$ cat config.mk
export PLATFORM = sky130hd
export DESIGN_NAME = shift_sequencer
export DESIGN_NICKNAME = d
export VERILOG_FILES = /design/src/rtl/shift_sequencer.sv
export SDC_FILE = /design/constraint.sdc
export NUM_CORES = 1
export LEC_CHECK = 0
export BUFFER_PORTS_ARGS = -buffer_cell sky130_fd_sc_hd__buf_2
export CAP_MARGIN = 20
export CORE_MARGIN = 2
export CORE_UTILIZATION = 50
export DETAILED_ROUTE_END_ITERATION = 10
export PLACE_DENSITY = 0.7
export SYNTH_ARGS = -nofsm -noshare
export SYNTH_HDL_FRONTEND = slang
export SYNTH_SLANG_ARGS = --single-unit
$ cat constraint.sdc
create_clock -name CLK -period 4 [get_ports CLK]
set_input_delay 1.2 -clock CLK [delete_from_list [all_inputs] [get_ports CLK]]
set_output_delay 1.2 -clock CLK [all_outputs]
set_load 0.02 [all_outputs]
$ cat src/rtl/shift_sequencer.sv
// shift_sequencer: sequences one shared 32-bit barrel shifter to perform
// SLL, SRL, ROL and ROR, plus SRA when SHIFT_SEQ_SRA_EN is defined.
// A rotate is built from two passes whose results are OR-merged in acc_q.
// SRA is a logical right shift OR-ed with a sign mask taken from a second pass.
// Y/ERR come from output registers that load only on entry to DONE. They
// therefore stay stable while a result is handed off and afterwards.
//
// state | meaning
// IDLE  | waiting for a request, IN_READY=1
// PASS1 | first shifter pass, acc <= result
// PASS2 | second pass for rotates/SRA, acc <= acc | result
// DONE  | OUT_VALID=1, waiting for OUT_READY
module shift_sequencer #(
  parameter logic [31:0] ILLEGAL_VALUE = 32'h0000_0000,
  parameter bit          ZERO_ROT_SKIP = 1'b1
) (
  input  logic        CLK,
  input  logic        RST,
  input  logic        IN_VALID,
  output logic        IN_READY,
  input  logic [2:0]  OP,
  input  logic [31:0] D,
  input  logic [31:0] S,
  output logic        OUT_VALID,
  input  logic        OUT_READY,
  output logic [31:0] Y,
  output logic        ERR,
  output logic        BUSY
);

  typedef enum logic [1:0] {
    ST_IDLE  = 2'd0,
    ST_PASS1 = 2'd1,
    ST_PASS2 = 2'd2,
    ST_DONE  = 2'd3
  } state_e;

  localparam logic [2:0] OP_SLL = 3'b000;
  localparam logic [2:0] OP_SRL = 3'b001;
  localparam logic [2:0] OP_ROL = 3'b010;
  localparam logic [2:0] OP_ROR = 3'b011;
`ifdef SHIFT_SEQ_SRA_EN
  localparam logic [2:0] OP_SRA = 3'b100;
`endif

  state_e      state_q, state_d;
  logic [31:0] d_q, d_d;
  logic [31:0] s_q, s_d;
  logic [2:0]  op_q, op_d;
  logic [31:0] acc_q, acc_d;
  logic        err_q, err_d;
  logic [31:0] y_q, y_d;
  logic        erro_q, erro_d;

  logic        is_rot;
  logic        is_sra;
  logic        legal;
  logic        rot_zero;

  logic [31:0] sh_data;
  logic [31:0] sh_amt;
  logic        sh_lnr;
  logic [31:0] sh_res;

  // Decode of the latched opcode.
  always_comb begin
    is_rot   = (op_q == OP_ROL) || (op_q == OP_ROR);
`ifdef SHIFT_SEQ_SRA_EN
    is_sra   = (op_q == OP_SRA);
`else
    is_sra   = 1'b0;
`endif
    legal    = (op_q == OP_SLL) || (op_q == OP_SRL) || is_rot || is_sra;
    rot_zero = (s_q[4:0] == 5'd0);
  end

  // Shared shifter; any amount of 32 or more shifts everything out.
  always_comb begin
    if (|sh_amt[31:5]) begin
      sh_res = 32'h0000_0000;
    end else if (sh_lnr) begin
      sh_res = sh_data << sh_amt[4:0];
    end else begin
      sh_res = sh_data >> sh_amt[4:0];
    end
  end

  // Next-state, shifter input muxing and datapath updates.
  always_comb begin
    state_d = state_q;
    d_d     = d_q;
    s_d     = s_q;
    op_d    = op_q;
    acc_d   = acc_q;
    err_d   = err_q;
    y_d     = y_q;
    erro_d  = erro_q;
    sh_data = d_q;
    sh_amt  = s_q;
    sh_lnr  = 1'b0;

    case (state_q)
      ST_IDLE: begin
        if (IN_VALID) begin
          d_d     = D;
          s_d     = S;
          op_d    = OP;
          err_d   = 1'b0;
          state_d = ST_PASS1;
        end
      end

      ST_PASS1: begin
        sh_data = d_q;
        case (op_q)
          OP_SLL: begin sh_lnr = 1'b1; sh_amt = s_q; end
          OP_SRL: begin sh_lnr = 1'b0; sh_amt = s_q; end
          OP_ROL: begin sh_lnr = 1'b1; sh_amt = {27'b0, s_q[4:0]}; end
          OP_ROR: begin sh_lnr = 1'b0; sh_amt = {27'b0, s_q[4:0]}; end
          default: begin sh_lnr = 1'b0; sh_amt = s_q; end
        endcase
        if (legal) begin
          acc_d = sh_res;
          err_d = 1'b0;
        end else begin
          acc_d = ILLEGAL_VALUE;
          err_d = 1'b1;
        end
        if (!(is_rot || is_sra)) begin
          state_d = ST_DONE;
        end else if (is_rot && rot_zero && ZERO_ROT_SKIP) begin
          state_d = ST_DONE;
        end else begin
          state_d = ST_PASS2;
        end
      end

      ST_PASS2: begin
        if (is_rot) begin
          // Opposite direction by (32 - r); r == 0 gives 32, i.e. nothing added.
          sh_data = d_q;
          sh_lnr  = (op_q == OP_ROR);
          sh_amt  = {26'b0, 6'd32 - {1'b0, s_q[4:0]}};
          acc_d   = acc_q | sh_res;
        end
`ifdef SHIFT_SEQ_SRA_EN
        else if (is_sra) begin
          // Inverted logical shift of all-ones marks the vacated upper bits.
          sh_data = 32'hFFFF_FFFF;
          sh_lnr  = 1'b0;
          sh_amt  = s_q;
          acc_d   = acc_q | (d_q[31] ? ~sh_res : 32'h0000_0000);
        end
`endif
        state_d = ST_DONE;
      end

      ST_DONE: begin
        if (OUT_READY) begin
          state_d = ST_IDLE;
        end
      end

      default: state_d = ST_IDLE;
    endcase

    if ((state_d == ST_DONE) && (state_q != ST_DONE)) begin
      y_d    = acc_d;
      erro_d = err_d;
    end
  end

  // State and datapath registers with synchronous reset.
  always_ff @(posedge CLK) begin
    if (RST) begin
      state_q <= ST_IDLE;
      d_q     <= 32'h0;
      s_q     <= 32'h0;
      op_q    <= 3'b0;
      acc_q   <= 32'h0;
      err_q   <= 1'b0;
      y_q     <= 32'h0;
      erro_q  <= 1'b0;
    end else begin
      state_q <= state_d;
      d_q     <= d_d;
      s_q     <= s_d;
      op_q    <= op_d;
      acc_q   <= acc_d;
      err_q   <= err_d;
      y_q     <= y_d;
      erro_q  <= erro_d;
    end
  end

  assign IN_READY  = (state_q == ST_IDLE);
  assign BUSY      = (state_q != ST_IDLE);
  assign OUT_VALID = (state_q == ST_DONE);
  assign Y         = y_q;
  assign ERR       = erro_q;

endmodule
==> flow_metrics.py <==
metrics = {
    "outcome": {
        "status": "complete, no violations",
    },
    "synthesis": {
        "syn_nets": 1287,
        "yosysWarnings": 0,
        "syn_area_mm2": 0.008857,
        "netlist.top_cell.by_area": "dfxtp_1",
        "synthArstFlopShare": 0,
        "ys_ff_latch": 135,
        "synth-seq-area-share": 0.3051,
        "synth_flop_cell": "dfxtp_1",
        "synth_edf_count": 0,
        "synth_top_area_share": 0.3051,
        "avgSynthCellArea_um2": 7.320,
        "syn_inst": 1210,
        "synth.area.top_cells": "dfxtp_1 (31%), nand2_1 (10%), a21oi_1 (10%)",
        "synth.distinct_cells": 80,
    },
    "sta": {
        "worst_slew_pin_slew_ps": 969.0,
        "fin_setup_tns_ps": 0,
        "finalHoldWorstSlack_ps": 450.1,
        "setup_slack_ps": 162.6,
        "layout_min_cycle_time_ps": 3837,
        "setup_viol": 0,
        "fin_crit_sh": 0.9593,
        "grt_setup_unrepaired": "no",
        "timing.max_slew.rel_slack": 0.3533,
        "slew_violations": 0,
        "max_freq_mhz": 260.6,
        "final_hold_viol_count": 0,
        "skew_ps": 13.51,
    },
    "final_layout": {
        "area_growth_pct": 15.79,
        "fin_util": 0.5930,
        "nets": 1362,
        "final_cell_area_mm2": 0.01026,
        "seqCellArea_mm2": 0.002704,
        "drive_gt1_frac": 0.1818,
        "multiInputGateArea_mm2": 0.005664,
        "fill_cells": 1690,
    },
    "global_routing": {
        "grt_max_degree": 77,
        "antenna_found_initial": 1,
        "grt_pass1_wl_um": 51990,
        "track_usage": 0.3655,
        "grt_remaining_overflow": 0,
        "grt_pass1_vias": 8870,
    },
    "clocking": {
        "post-cts-setup-buffer-count": 0,
        "clock_path_buffers": 2,
        "cts_tree": "built",
        "clk_latency_ps": 430,
        "clock-root-buffer": "clkbuf_16",
        "clkSinkCount": 135,
        "clkSlewWorstSetupHoldPaths_ps": 70,
        "htree_levels": 4,
        "numCtsBuffers": 17,
    },
    "floorplan": {
        "design.core.area_mm2": 0.01730,
        "die_w_um": 137.1,
        "initial_core_util": 0.5121,
        "fp-row-count": 48,
        "die_y_um": 137.1,
        "floorplan.io_pins": 107,
        "dieArea_mm2": 0.01880,
    },
    "routing": {
        "ant_nets": 0,
        "vias_per_cell": 6.467,
        "vias": 9856,
        "drc": 0,
        "dr.pass1.iters": 9,
        "drt-initial-drc-count": 1197,
        "drt-total-wl_um": 33990,
        "wl_per_cell_um": 22.31,
    },
    "critical_path": {
        "start_kind": "register",
        "worst-r2r-cell-count": 11,
        "cp_max_fo": 20,
        "reg2reg_slack_ps": 160,
        "end_kind": "register",
        "critical_path_class": "register to register",
        "cp.required_ps": 4280,
        "arrival_ps": 4120,
    },
    "job": {
        "maxCapViolations": 0,
    },
    "hold_path": {
        "hold_class": "register to register",
        "hold_depth": 2,
    },
    "placed_design": {
        "port_buffers": 106,
        "place_ws_ps": 379.5,
        "globalplace.congestion": 1.054,
        "post_dp_cell_area_mm2": 0.009649,
        "place_hpwl_um": 25440,
    },
    "power_and_ir_drop": {
        "power_density_mw_per_mm2": 537.2,
        "ir_drop_mv": 0.3974,
        "leakage_nw": 3.971,
    },
}
## synthesized netlist by cell type (13+ instances only)
library cell  instances
o21ai_0              32
nor2_1               77
o22ai_1              13
nor4_1               16
dfxtp_1             135
clkbuf_1             45
buf_2                40
nor3_1               61
mux2i_1              30
a211oi_1             33
nand2_1             241
o31ai_1              17
a21oi_1             178
nand2b_1             20
nand3_1              25
## worst paths after layout
check,startpoint,end
setup / recovery,state_q[0]$_SDFF_PP0_,Y[31]$_SDFFE_PP0P_
hold / removal,Y[24]$_SDFFE_PP0P_,Y[24]$_SDFFE_PP0P_
setup reg to reg,state_q[0]$_SDFF_PP0_,Y[31]$_SDFFE_PP0P_
hold reg to reg,Y[24]$_SDFFE_PP0P_,Y[24]$_SDFFE_PP0P_
## cells in the final DEF, fill, tap and decap left out, drive strengths merged, types with 4 or more instances in the layout
cell type and count:
and2 12, nor3 62, o22ai 14, a311oi 11, and3 9, buf 158, a21oi 178, a21boi 4
or2 4, inv 23, o211ai 6, nor4 17, a221oi 11, nand2b 21, nand2 242, mux4 10
o221ai 6, mux2 10, nand3 26, o31ai 19, a21o 9, a22oi 8, clkbuf 17, nor2b 10
a2bb2oi 5, mux2i 30, ha 6, or3 6, a31oi 9, o21ai 43, dfxtp 135, nor2 78
nor3b 5, o21a 4, a2111oi 8, a211oi 34, o32ai 7
## layout make-up
cell class / count / share of cell area
clock buffers: 17 / 0.04148
clock inverters: 15 / 0.01684
multi-input cells: 961 / 0.5523
well taps: 225 / 0.02745
diodes: 1 / 0.0002440
inverters: 12 / 0.004392
flip-flops and latches: 135 / 0.2636
repair buffers: 158 / 0.09369
## cells by family (layout without fill, tap and decap cells)
kind of cell | count (synthesis) | after routing | synth area share
flops | 135 | 135 | 0.3051
buf+inv | 114 | 202 | 0.05862
mux | 50 | 50 | 0.07204
other cells | 0 | 1 | 0
simple gates | 506 | 506 | 0.2623
compound gates | 399 | 399 | 0.2934
fa+ha+maj | 6 | 6 | 0.008476
## metrics by stage
| stage | total power, W | cells |
|---|---|---|
| 2_1_floorplan | 0.003069 | 1210 |
| 3_3_place_gp | 0.003832 | 1491 |
| 3_5_place_dp | 0.003826 | 1491 |
| 4_1_cts | 0.005441 | 1523 |
| 5_1_grt | 0.005740 | 1523 |
| 6_report | 0.005509 | 1524 |
## power by group
| group | switching (W) | total [W] | internal (W) |
|---|---|---|---|
| Clock | 0.000723 | 0.00162 | 0.000895 |
| Combinational | 0.00156 | 0.00230 | 0.000741 |
| Sequential | 0.000113 | 0.00159 | 0.00148 |
## state kept, by name, indices dropped and copies added (netlist names)
| register | flops |
|---|---|
| err_q | 1 |
| acc_q | 32 |
| s_q | 32 |
| ERR | 1 |
| d_q | 32 |
| state_q | 2 |
| Y | 32 |
| op_q | 3 |
## layer usage
| layer | track usage | vias to the layer above | share of wire |
|---|---|---|---|
| li1 | - | 4575 | - |
| met5 | 0 | - | 0 |
| met2 | 0.5354 | 559 | 0.42 |
| met3 | 0.07519 | 99 | 0.091 |
| met1 | 0.5033 | 4623 | 0.43 |
| met4 | 0.1913 | 0 | 0.053 |
## critical path, cell delays in order, from the launching register on
cell	delay (ps)
dfxtp_1	410
inv_1	90
ha_1	420
and3b_2	310
and3_4	210
nor2_2	730
a311oi_1	310
o32ai_1	570
nor3_1	120
a21oi_1	240
buf_4	180
a311oi_1	80
## repair_timing
| item | 4_1_cts | 5_1_grt |
|---|---|---|
| hold buffers | 0 | 0 |
| gates resized for setup | 0 | 1 |
| endpoints found under the hold margin | 0 | 0 |
| endpoints found under the setup margin | 0 | 1 |
No activity file was read; power rests on OpenSTA's default activity.
